[config.mk]
export PLATFORM = sky130hd
export DESIGN_NAME = bnn_binarize_pack
export DESIGN_NICKNAME = d
export VERILOG_FILES = /design/src/rtl/bnn_binarize_pack_pkg.sv /design/src/rtl/bnn_threshold_cmp.sv /design/src/rtl/bnn_binarize_pack.sv
export SDC_FILE = /design/constraint.sdc
export NUM_CORES = 1
export LEC_CHECK = 0
export BUFFER_PORTS_ARGS = -buffer_cell sky130_fd_sc_hd__buf_2
export CAP_MARGIN = 20
export CORE_ASPECT_RATIO = 0.6
export CORE_MARGIN = 4
export CORE_UTILIZATION = 50
export CTS_BUF_LIST = sky130_fd_sc_hd__clkbuf_16
export CTS_CLUSTER_DIAMETER = 100
export DETAILED_ROUTE_END_ITERATION = 8
export PLACE_DENSITY = 0.73
export SYNTH_ARGS = -nofsm -noshare
export SYNTH_HDL_FRONTEND = slang
export SYNTH_SLANG_ARGS = --single-unit
export TNS_END_PERCENT = 100
[constraint.sdc]
create_clock -name clk -period 2.4 [get_ports clk]
set_clock_uncertainty 0.1 [all_clocks]
set_input_delay 0.24 -clock clk [delete_from_list [all_inputs] [get_ports clk]]
set_output_delay 0.24 -clock clk [all_outputs]
set_load 0.05 [all_outputs]
[src/rtl/bnn_binarize_pack_pkg.sv]
// Shared BNN definitions: layer dimensions and the packed binary activation type
// consumed by the accumulation layer.
package bnn_binarize_pack_pkg;

    localparam int BNN_OUT_DIM     = 4;
    localparam int BNN_CHANNEL_CNT = 4;
    localparam int BNN_BIT_WIDTH   = 8;

    // Bit [n][c] is the activation of neuron n for beat c.
    typedef logic [BNN_OUT_DIM-1:0][BNN_CHANNEL_CNT-1:0] bnn_act_pack_t;

endpackage

[src/rtl/bnn_threshold_cmp.sv]
// One neuron binarizer: signed threshold compare, optionally inverted to
// absorb a negative batch-norm gamma.
module bnn_threshold_cmp
    import bnn_binarize_pack_pkg::*;
#(
    parameter int BIT_WIDTH = BNN_BIT_WIDTH
) (
    input  logic signed [BIT_WIDTH-1:0] value,
    input  logic signed [BIT_WIDTH-1:0] thr,
    input  logic                        flip,
    output logic                        act
);

    // Full-width two's-complement compare, no saturation.
    assign act = (value >= thr) ^ flip;

endmodule

[src/rtl/bnn_binarize_pack.sv]
// Binarizes per-neuron accumulator beats against programmable thresholds and
// packs CHANNEL_CNT beats into one word for the next layer.
//
// state        | meaning
// cnt_q        | column the next accepted beat is written to
// out_valid_q  | output register holds a word waiting for downstream
module bnn_binarize_pack
    import bnn_binarize_pack_pkg::*;
#(
    parameter int OUT_DIM     = BNN_OUT_DIM,
    parameter int CHANNEL_CNT = BNN_CHANNEL_CNT,
    parameter int BIT_WIDTH   = BNN_BIT_WIDTH
) (
    input  logic                           clk,
    input  logic                           rst_n,
    input  logic                           clr,
    input  logic                           in_valid,
    output logic                           in_ready,
    input  logic [OUT_DIM*BIT_WIDTH-1:0]   in_data,
    input  logic                           thr_we,
    input  logic [$clog2(OUT_DIM)-1:0]     thr_addr,
    input  logic [BIT_WIDTH-1:0]           thr_data,
    input  logic                           thr_flip,
    output logic                           out_valid,
    input  logic                           out_ready,
    output logic [OUT_DIM*CHANNEL_CNT-1:0] out_data
);

    localparam int             AW       = $clog2(OUT_DIM);
    localparam int             CW       = (CHANNEL_CNT > 1) ? $clog2(CHANNEL_CNT) : 1;
    localparam logic [CW-1:0]  CNT_LAST = CW'(CHANNEL_CNT - 1);

    logic [CW-1:0]                         cnt_q, cnt_d;
    logic [OUT_DIM-1:0][CHANNEL_CNT-1:0]   pack_q, pack_d;
    logic [OUT_DIM-1:0][CHANNEL_CNT-1:0]   out_q, out_d;
    logic                                  out_valid_q, out_valid_d;
    logic [OUT_DIM-1:0][BIT_WIDTH-1:0]     thr_q, thr_d;
    logic [OUT_DIM-1:0]                    flip_q, flip_d;

    logic [OUT_DIM-1:0] beat_bits;
    logic               last_beat;
    logic               beat_fire;
    logic               word_fire;
    logic               thr_addr_ok;

    // One comparator per neuron, always using the currently stored threshold.
    for (genvar g = 0; g < OUT_DIM; g++) begin : g_cmp
        bnn_threshold_cmp #(
            .BIT_WIDTH (BIT_WIDTH)
        ) u_cmp (
            .value (in_data[g*BIT_WIDTH +: BIT_WIDTH]),
            .thr   (thr_q[g]),
            .flip  (flip_q[g]),
            .act   (beat_bits[g])
        );
    end

    // Out-of-range addresses can only exist when OUT_DIM is not a power of two.
    if ((1 << AW) == OUT_DIM) begin : g_addr_full
        assign thr_addr_ok = 1'b1;
    end else begin : g_addr_part
        assign thr_addr_ok = (32'(thr_addr) < OUT_DIM);
    end

    assign last_beat = (cnt_q == CNT_LAST);
    // Only the closing beat needs a free output slot; earlier beats keep filling.
    assign in_ready  = !clr && !(last_beat && out_valid_q && !out_ready);
    assign beat_fire = in_valid && in_ready;
    assign word_fire = out_valid_q && out_ready;

    assign out_valid = out_valid_q;
    assign out_data  = out_q;

    // Column counter, pack register and output register next state.
    always_comb begin
        cnt_d       = cnt_q;
        pack_d      = pack_q;
        out_d       = out_q;
        out_valid_d = out_valid_q;

        if (word_fire) begin
            out_valid_d = 1'b0;
        end

        if (clr) begin
            cnt_d  = '0;
            pack_d = '0;
        end else if (beat_fire) begin
            for (int n = 0; n < OUT_DIM; n++) begin
                pack_d[n][cnt_q] = beat_bits[n];
            end
            if (last_beat) begin
                // Load overrides a same-cycle drain, so valid stays high without a bubble.
                out_d       = pack_d;
                out_valid_d = 1'b1;
                cnt_d       = '0;
                pack_d      = '0;
            end else begin
                cnt_d = cnt_q + CW'(1);
            end
        end
    end

    // Threshold and flip table next state.
    always_comb begin
        thr_d  = thr_q;
        flip_d = flip_q;
        if (thr_we && thr_addr_ok) begin
            thr_d[thr_addr]  = thr_data;
            flip_d[thr_addr] = thr_flip;
        end
    end

    // State registers.
    always_ff @(posedge clk or negedge rst_n) begin
        if (!rst_n) begin
            cnt_q       <= '0;
            pack_q      <= '0;
            out_q       <= '0;
            out_valid_q <= 1'b0;
            thr_q       <= '0;
            flip_q      <= '0;
        end else begin
            cnt_q       <= cnt_d;
            pack_q      <= pack_d;
            out_q       <= out_d;
            out_valid_q <= out_valid_d;
            thr_q       <= thr_d;
            flip_q      <= flip_d;
        end
    end

endmodule

==> metrics.md, run 1 <==
| Metric | Value |
|---|---|
| Routed wire length | 8330 µm |
| Clock tree buffer depth | 2 |
| RSZ-0062 raised after global routing | false |
| Share of flip-flops with an asynchronous set or reset | 100% |
| H-tree depth | 3 |
| Leak Pwr | 2.18 nW |
| Final worst slack | 0.245 ns |
| Slew of the pin with the lowest slew margin | 0.596 ns |
| Synthesized area per cell | 10.2 µm² |
| Pre-CTS WS | 0.263 ns |
| Initial drt markers | 178 |
| VDD IR max | 0.522 mV |
| Synth Area in Compound Gates | 13.7% |
| Buffers on Ports | 66 |
| Crit Path Max Fanout | 7 |
| Hold Worst Slack | 0.0644 ns |
| Hold Buf Count CTS | 1 |
| Vias | 2860 |
| Reg-to-reg startpoint | thr_q[7] |
| Inserted Clock Buffers | 9 |
| Post-Synth XOR/XNOR Area | 0.237% |
| Crit. End Element | flop |
| HP Start | clr |
| Cell Pwr Density | 773 mW/mm² |
| Worst Setup Start Kind | flop |
| CP Launch Point | thr_q[7] |
| Clock Latency Late Sink | 0.33 ns |
| Die Height | 74.6 µm |
| Register area share after synthesis | 45.4% |
| GR Overflow Total | 0 |
| Crit path time final | 2.16 ns |
| Adder-Cell Fraction of Synth Area | 12.2% |
| # fillers | 581 |
| Commonest register cell after synthesis | dfrtp_1 |
| Placer congestion estimate | 0.815 |
| Ys Warns | 0 |
| DR DRC count | 0 |
| Die width | 119 µm |
| Finished Layout Cells | 525 |
| Area delta synth->final | 19.4% |
| Top-area cell type share of the netlist area | 45.4% |
| Slew HR | 60.1% |
| Largest net degree at the start of global routing | 68 |
| Fin Setup TNS | 0 ns |
| First-pass iteration count of the detailed router | 4 |
| CTS Sinks | 67 |
| Diodes inserted | 0 |
| Reg2Reg Depth | 7 |
| WP data arrival | 2.24 ns |
| Max Slew Vio Count | 0 |
| Clock Pin Slew Worst Setup and Hold Paths | 0.05 ns |
| Reg power frac | 40.8% |
| Max-cap viol count | 0 |
| Avg WL per Cell | 15.9 µm |
| Vias per inst | 5.45 |
| Cell internal pwr | 0.00234 W |
| Crit path to | out_data[2] |
| Yosys reg bits | 67 |
| Vias in the first global route | 2837 |
| Cells after DPL | 509 |
| Antenna viol nets, final | 0 |
| Post-CTS resize count | 0 |
| DR WL met2 | 3560 µm |
| Clock share of power | 32.8% |
| Setup violators final | 0 |
| Main area contributors after synthesis | dfrtp_1 45%, ha_1 12%, mux2_2 8.5%, o21ai_0 4.7%, inv_1 4.5% |
| Core area | 0.00691 mm² |
| GRT Total Usage | 20.4% |
| Post-Syn Area | 0.00369 mm² |
| Die area | 0.00887 mm² |
| Post-CTS setup buffer count | 0 |
| Share of cells above drive strength 1 | 27.2% |
| Logic pwr share | 26.4% |
| FF-to-FF End | out_data[2] |
| Row cnt | 23 |
| P_sw | 0.00107 W |
| Syn Nets | 446 |
| CTS tree | yes |
| Fmax | 464 MHz |
| Met1 WL | 4160 µm |
| Switching share of power | 31.5% |
| Outcome | finished, final reports clean |
| Post-synthesis mux area share | 8.54% |
| Netlist cell types | 39 |
| Nets | 519 |
| Initial Util | 53.4% |
| Root Driver | clkbuf_16 |
| Worst Hold Class | input pin to flop |
| Internal reg-to-reg setup slack | 0.24 ns |
| Tcrit/Tclk final | 89.8% |
| Synth Instances | 361 |
| Simple-gate share of the synthesized area | 14.2% |
| Largest family of logic cells by synthesized area | simple AND/OR/NAND/NOR gates |
| Critical path class | flop to flop |
| CP Data Required Time | 2.49 ns |
| Detailed Place HPWL | 6320 µm |
| DR WL met3 | 554 µm |
| EDFF count, synth | 0 |
| Ports | 67 |
| First-pass GRT wire length | 13900 µm |
| Uppermost layer routed | met4 |
| Largest area contributor in the netlist | dfrtp_1 |
| Antenna violations before repair | 0 |
| Final Hold Violating Endpoints | 0 |
through the flow:
stage / util [%] / cell area (µm²) / total power (W)
2_1_floorplan: - / 3690 / 0.00201
3_3_place_gp: 60.0 / 4150 / 0.00226
3_5_place_dp: 60.0 / 4150 / 0.00230
4_1_cts: 63.8 / 4410 / 0.00344
5_1_grt: 63.8 / 4410 / 0.00361
6_report: 63.8 / 4410 / 0.00341
flip-flops by register name (all words and copies together), names as in the netlist:
signal	count
thr_q	32
out_data	16
pack_q	12
flip_q	4
cnt_q	2
out_valid	1
cell type report:
class                           count  area, µm²  share of cell area (%)
Multi-Input combinational cell    240       1800                    40.9
Sequential cell                    67       1680                    38.0
Clock buffer                        9        225                    5.11
Tap cell                           87        109                    2.47
Inverter                           44        165                    3.75
Clock inverter                      6       26.3                   0.596
Timing Repair Buffer               72        403                    9.14
cells by family (layout without fill, tap and decap cells):
| group | count (synthesis) | in the layout |
|---|---|---|
| AO/OA/AOI/OAI | 81 | 81 |
| XOR/XNOR | 1 | 1 |
| adder cells (fa/ha/maj) | 36 | 36 |
| buffers and inverters | 54 | 131 |
| flip-flops | 67 | 67 |
| multiplexers | 28 | 28 |
| AND/OR/NAND/NOR | 94 | 94 |
worst min-delay path by stage:
stage               cells after the start         to  slack, ns
detailed placement                      2  out_valid       0.19
global route                            2   cnt_q[0]       0.07
global placement                        2  out_valid       0.19
CTS                                     2   cnt_q[1]       0.06
floorplan                               0   cnt_q[0]      -0.16
finish                                  2   cnt_q[1]       0.06
power groups by stage:
stage | Sequential [W] | Clock, W | Combinational (W)
floorplan | 0.00150 | 0 | 0.000502
global placement | 0.00140 | 0 | 0.000862
detailed placement | 0.00141 | 0 | 0.000897
CTS | 0.00139 | 0.00114 | 0.000906
global route | 0.00141 | 0.00119 | 0.00101
finish | 0.00139 | 0.00112 | 0.000899
Yosys cell counts, types with 2 or more instances:
library cell,count
nand3_1,7
o21ai_0,35
a31oi_1,3
a21oi_1,21
inv_1,44
and3_1,3
nand3b_1,3
or3_1,3
dfrtp_1,67
or2_2,5
buf_1,3
nor2_1,2
o31ai_1,5
mux2_2,28
nand4_1,4
nor2b_1,7
nand2_1,34
nand2b_1,2
o211ai_1,5
clkbuf_1,4
o32ai_1,2
a311o_1,2
ha_1,36
nor3b_1,20
buf_2,2
layer usage:
layer / vias to the layer above / track usage (%)
met5: - / 0
met4: 0 / 5.78
met3: 5 / 6.23
met2: 71 / 29.7
met1: 1372 / 29.6
li1: 1412 / -
critical path, cell delays in order, from the launching register on:
cell,delay [ns]
dfrtp_1,0.32
inv_1,0.05
ha_1,0.32
nor3b_1,0.20
o32ai_1,0.13
or2_2,0.28
o211ai_1,0.43
o21ai_0,0.19
cell usage in the layout, fill, tap and decap left out, types with 4 or more instances in the layout:
master,netlist,final
nand3_1,7,7
clkbuf_16,0,9
nand2_1,34,34
or2_2,5,5
o31ai_1,5,5
a21oi_1,21,21
nand4_1,4,4
dfrtp_1,67,67
o211ai_1,5,5
buf_2,2,66
nor2b_1,7,7
ha_1,36,36
mux2_2,28,28
nor3b_1,20,20
o21ai_0,35,35
inv_1,44,46
(Power assumes the default switching activity.)
==> run 2: changes to the inputs <==
--- a/config.mk
+++ b/config.mk
@@ -16,5 +16,6 @@
 export PLACE_DENSITY = 0.73
 export SYNTH_ARGS = -nofsm -noshare
 export SYNTH_HDL_FRONTEND = slang
+export SYNTH_HIERARCHICAL = 1
 export SYNTH_SLANG_ARGS = --single-unit
 export TNS_END_PERCENT = 100
==> metrics.md, run 2 <==
| Metric | Value |
|---|---|
| Synthesized area per cell | 12.8 µm² |
| Count leader, synth | dfrtp_1 |
| Synth Instances | 287 |
| Initial Util | 53.2% |
| CP bufs+invs | 0 |
| Main area contributors after synthesis | dfrtp_1 46%, mux2_2 19%, ha_1 12%, inv_1 3.7%, a22o_1 2.9% |
| Worst path cell trace | ha_1 > nand2b_4 > a2111oi_4 > o311ai_2 > xor2_2 > mux2_2 > mux2_2 |
| Outcome | finished, final reports clean |
| Die width | 119 µm |
| Max Slew Vio Count | 0 |
| Top-area cell type share of the netlist area | 45.6% |
| Commonest register cell after synthesis | dfrtp_1 |
| Largest area contributor in the netlist | dfrtp_1 |
| Slew of the pin with the lowest slew margin | 0.692 ns |
| Clock Latency Late Sink | 0.33 ns |
| VDD IR max | 0.420 mV |
| Crit Path Max Fanout | 7 |
| GRT Total Usage | 20.2% |
| Tcrit/Tclk final | 96.8% |
| Share of flip-flops with an asynchronous set or reset | 100% |
| Max-cap viol count | 0 |
| Register name with the most flops | thr_q |
| Core area | 0.00691 mm² |
| Post-route cell area | 0.00449 mm² |
| Die area | 0.00883 mm² |
| Hold Worst Slack | 0.0221 ns |
| Diodes inserted | 0 |
| Vias | 2499 |
| Netlist cell types | 30 |
| Row cnt | 23 |
| Yosys reg bits | 67 |
| CTS Sinks | 67 |
| Ys Warns | 6 |
| First-pass GRT wire length | 13200 µm |
| # fillers | 568 |
| Register area share after synthesis | 45.6% |
| Share of cells above drive strength 1 | 44.5% |
| Final Util | 64.9% |
| Syn Nets | 372 |
| Leak Pwr | 2.28 nW |
| Root Driver | clkbuf_16 |
| Critical Path Max Stage Delay | 0.38 ns |
| Final Hold Violating Endpoints | 0 |
| Crit path max-delay cell type | dfrtp_1 |
| Placed Area | 0.00413 mm² |
| Max reg flops | 32 |
| RSZ-0062 raised after global routing | true |
| Post-Syn Area | 0.00367 mm² |
| Inserted Clock Buffers | 9 |
| Commonest non-fill, non-tap cell in the layout | dfrtp_1 |
| Multi-input logic area | 0.00191 mm² |
| Antenna violations before repair | 0 |
| Nets | 453 |
| Final worst slack | 0.0766 ns |
| Placer congestion estimate | 0.784 |
| Vias in the first global route | 2508 |
| Ports | 67 |
| Die Height | 74.4 µm |
| Avg WL per Cell | 17.9 µm |
| Cells after DPL | 441 |
| Buffers on Ports | 66 |
| Largest delay share family, worst path | multiplexers |
| Pre-CTS WS | -0.0214 ns |
| GR Overflow Total | 0 |
| CTS tree | yes |
| Largest net degree at the start of global routing | 38 |
| Reg area | 0.00168 mm² |
| Worst Setup Start Kind | flop |
| Setup violators final | 0 |
| Detailed Place HPWL | 6140 µm |
| Clock tree buffer depth | 2 |
| Worst Hold Class | input pin to flop |
| H-tree depth | 3 |
| Antenna viol nets, final | 0 |
| Clock Pin Slew Worst Setup and Hold Paths | 0.05 ns |
| Crit path time final | 2.32 ns |
| Area delta synth->final | 22.1% |
| Routed wire length | 8220 µm |
| Most common cell on crit path | mux2_2 |
| Finished Layout Cells | 460 |
| First-pass iteration count of the detailed router | 4 |
| CP Data Required Time | 2.51 ns |
| EDFF count, synth | 0 |
| Vias per inst | 5.43 |
| WP data arrival | 2.43 ns |
| Initial drt markers | 82 |
| Crit. End Element | flop |
| DR DRC count | 0 |
| Fmax | 430 MHz |
| Internal reg-to-reg setup slack | 0.08 ns |
| Critical path class | flop to flop |
| Cell Pwr Density | 826 mW/mm² |
| Most frequent cells in the layout | 67 x dfrtp_1, 66 x buf_2, 62 x mux2_2, 39 x inv_1, 36 x ha_1 |
| Synth top cells by count | 67 x dfrtp_1, 63 x mux2_2, 36 x ha_1, 36 x inv_1, 12 x a22o_1 |
| Slew HR | 53.9% |
## run 2: cell types whose count changed after synthesis, moves of 6 or more
cell     delta
a22o_1     +12
nor3b_1    -18
nor2_1      +6
nor2b_1     -6
a21oi_1    -14
nand3_1     -7
mux2_2     +35
o21a_1      +6
inv_1       -8
nand2_1    -34
o21ai_0    -34
## run 2: area by class of cell
class                      instances  share of cell area (%)
clock inverter                     7                   0.642
tap                               87                    2.43
clock buffer                       9                    5.02
inverter                          36                    3.01
multi-input combinational        180                    42.5
timing repair buffer              74                    9.04
sequential                        67                    37.4
## run 2: layer usage
layer | routed length, µm | share of wire [%] | vias to the layer above | global-route usage [%]
met4 | 87 | 1.1 | 0 | 6.42
met5 | 0 | 0 | - | 0
met3 | 571 | 6.9 | 7 | 7.37
li1 | - | - | 1193 | -
met2 | 3660 | 45 | 67 | 30.0
met1 | 3900 | 47 | 1232 | 27.8
## run 2: stage by stage
step	TNS, ns	total power (W)
2_1_floorplan	0	0.00217
3_3_place_gp	0	0.00245
3_5_place_dp	-0.0367	0.00250
4_1_cts	0	0.00370
5_1_grt	0	0.00391
6_report	0	0.00370
## run 2: what timing repair did
| action | in CTS | in global routing |
|---|---|---|
| setup endpoints to repair | 4 | 11 |
| hold endpoints to repair | 30 | 0 |
| hold buffers | 1 | 0 |
| resized for setup | 6 | 3 |
| buffers inserted | 2 | 0 |
| pin swaps | 2 | 6 |
## run 2: where the power goes
| group | switching, W | internal [W] | leakage, nW |
|---|---|---|---|
| registers | 0.000107 | 0.00132 | 0.850 |
| logic | 0.000635 | 0.000523 | 1.29 |
| clock network | 0.000447 | 0.000675 | 0.138 |
## run 2: worst paths after layout
check | end | startpoint | cells past startpoint
setup / recovery | out_data[8] | thr_q[16] | 7
hold / removal | out_valid | out_ready | 2
setup reg to reg | out_data[8] | thr_q[16] | 7
hold reg to reg | out_data[0] | out_data[0] | 1
max in group asynchronous | thr_q[23] | rst_n | 3
min in group asynchronous | cnt_q[0] | rst_n | 2
## run 2: logic make-up (layout without fill, tap and decap cells)
family,after synthesis,after routing,share of synthesized area [%]
adders and majority gates,36,36,12.3
AOI/OAI and AO/OA,38,38,8.62
DFF,67,67,45.6
and+or+nand+nor,34,34,7.05
muxes,68,68,20.8
xor gates and xnor gates,4,4,0.954
buffers and inverters,40,126,4.63
==> run 3: changes to the inputs <==
--- a/config.mk
+++ b/config.mk
@@ -5,9 +5,9 @@
 export SDC_FILE = /design/constraint.sdc
 export NUM_CORES = 1
 export LEC_CHECK = 0
-export BUFFER_PORTS_ARGS = -buffer_cell sky130_fd_sc_hd__buf_2
+export BUFFER_PORTS_ARGS = -buffer_cell sky130_fd_sc_hd__buf_4
 export CAP_MARGIN = 20
-export CORE_ASPECT_RATIO = 0.6
+export CORE_ASPECT_RATIO = 1.5
 export CORE_MARGIN = 4
 export CORE_UTILIZATION = 50
 export CTS_BUF_LIST = sky130_fd_sc_hd__clkbuf_16
==> constraint.sdc (replaced) <==
create_clock -name clk -period 2.89 [get_ports clk]
set_clock_uncertainty 0.1 [all_clocks]
set_input_delay 0.289 -clock clk [delete_from_list [all_inputs] [get_ports clk]]
set_output_delay 0.289 -clock clk [all_outputs]
set_load 0.05 [all_outputs]
==> metrics.md, run 3 (same netlist as run 2, synthesis figures left out) <==
| Metric | Value |
|---|---|
| Commonest non-fill, non-tap cell in the layout | buf_4 |
| WP data arrival | 2.52 ns |
| GR Overflow Total | 0 |
| Critical path class | flop to flop |
| DR WL met3 | 295 µm |
| Outcome | finished, final reports clean |
| Clock Pin Slew Worst Setup and Hold Paths | 0.05 ns |
| Vias in the first global route | 2664 |
| Core area | 0.00718 mm² |
| DR DRC count | 0 |
| CP Data Required Time | 3.00 ns |
| Slew HR | 44.2% |
| Crit Path Max Fanout | 7 |
| Fin Setup TNS | 0 ns |
| Post-CTS resize count | 0 |
| Detailed Place HPWL | 5610 µm |
| Met1 WL | 2780 µm |
| Die width | 78.0 µm |
| Share of cells above drive strength 1 | 42.9% |
| GRT Total Usage | 18.6% |
| Avg WL per Cell | 15.7 µm |
| Routed wire length | 7330 µm |
| Register name with the most flops | thr_q |
| Final Hold Violating Endpoints | 0 |
| Clock Latency Late Sink | 0.32 ns |
| Diodes inserted | 0 |
| Antenna viol nets, final | 0 |
| Slew of the pin with the lowest slew margin | 0.837 ns |
| Max Slew Vio Count | 0 |
| Area delta synth->final | 24.4% |
| Most frequent cells in the layout | 68 x buf_4, 67 x dfrtp_1, 63 x mux2_2, 36 x inv_1, 36 x ha_1 |
| Antenna violations before repair | 0 |
| VDD IR max | 0.410 mV |
| Die area | 0.00881 mm² |
| Row cnt | 38 |
| Worst Setup Start Kind | flop |
| DR WL met2 | 4140 µm |
| Vias | 2446 |
| Largest net degree at the start of global routing | 68 |
| Fmax | 414 MHz |
| Clock tree buffer depth | 2 |
| Max-cap viol count | 0 |
| CTS Sinks | 67 |
| Inserted Clock Buffers | 9 |
| Initial Util | 51.2% |
| Buffers on Ports | 66 |
| First-pass iteration count of the detailed router | 4 |
| Setup violators final | 0 |
| CTS tree | yes |
| H-tree depth | 3 |
| Nets | 448 |
| Die Height | 113 µm |
| Leak Pwr | 2.28 nW |
| Placer congestion estimate | 0.813 |
| Tcrit/Tclk final | 83.5% |
| Crit path time final | 2.41 ns |
| Crit. End Element | flop |
| Final Util | 63.6% |
| Cell Pwr Density | 677 mW/mm² |
| Ports | 67 |
| Uppermost layer routed | met4 |
| Root Driver | clkbuf_16 |
| RSZ-0062 raised after global routing | false |
| Initial drt markers | 131 |
| Max reg flops | 32 |
| First-pass GRT wire length | 12700 µm |
| Vias per inst | 5.23 |
| Worst Hold Class | input pin to flop |
run 3: worst paths after layout:
check                          endpoint  slack (ns)   startpoint  cells past startpoint
setup / recovery            out_data[0]        0.48     thr_q[0]                      7
hold / removal                out_valid        0.06    out_ready                      2
setup reg to reg            out_data[0]        0.48     thr_q[0]                      7
hold reg to reg             out_data[0]        0.39  out_data[0]                      1
max in group asynchronous   out_data[2]        1.63        rst_n                      2
min in group asynchronous  out_data[10]        0.51        rst_n                      2
run 3: metal layers:
| layer | track usage, % | vias up |
|---|---|---|
| li1 | - | 1180 |
| met1 | 20.9 | 1209 |
| met2 | 34.2 | 48 |
| met3 | 3.82 | 9 |
| met4 | 6.65 | 0 |
| met5 | 0 | - |
run 3: power by group:
group / switching (W) / internal, W / leakage (nW)
combinational: 0.000470 / 0.000412 / 1.30
sequential: 0.0000832 / 0.00109 / 0.850
clock: 0.000379 / 0.000654 / 0.138
run 3: critical path: stages, from the launching register on:
cell	delay (ns)
dfrtp_1	0.39
ha_1	0.28
nand2b_4	0.14
a2111oi_2	0.34
o311ai_1	0.19
xor2_1	0.25
mux2_2	0.33
mux2_1	0.28
run 3: layout make-up:
cell class	count	area [µm²]
inverter	36	135
sequential	67	1680
fill	569	2610
clock buffer	9	225
tap	100	125
timing repair buffer	69	520
clock inverter	7	58.8
multi-input combinational	180	1830
run 3: metrics by stage:
| step | worst slack [ns] | instance area, µm² | instances | power [W] | hold slack, ns |
|---|---|---|---|---|---|
| 3_3_place_gp | 0.473 | 4270 | 451 | 0.00205 | 0.342 |
| 6_report | 0.477 | 4570 | 468 | 0.00309 | 0.0635 |
| 4_1_cts | 0.450 | 4570 | 468 | 0.00313 | 0.0566 |
| 2_1_floorplan | 0.672 | 3670 | 287 | 0.00180 | -0.107 |
| 5_1_grt | 0.371 | 4570 | 468 | 0.00328 | 0.0557 |
| 3_5_place_dp | 0.456 | 4270 | 451 | 0.00208 | 0.343 |
run 3: timing repair:
action | in CTS | in global routing
endpoints found under the hold margin | 13 | 0
hold buffers | 1 | 0
setup buffers | 0 | 0
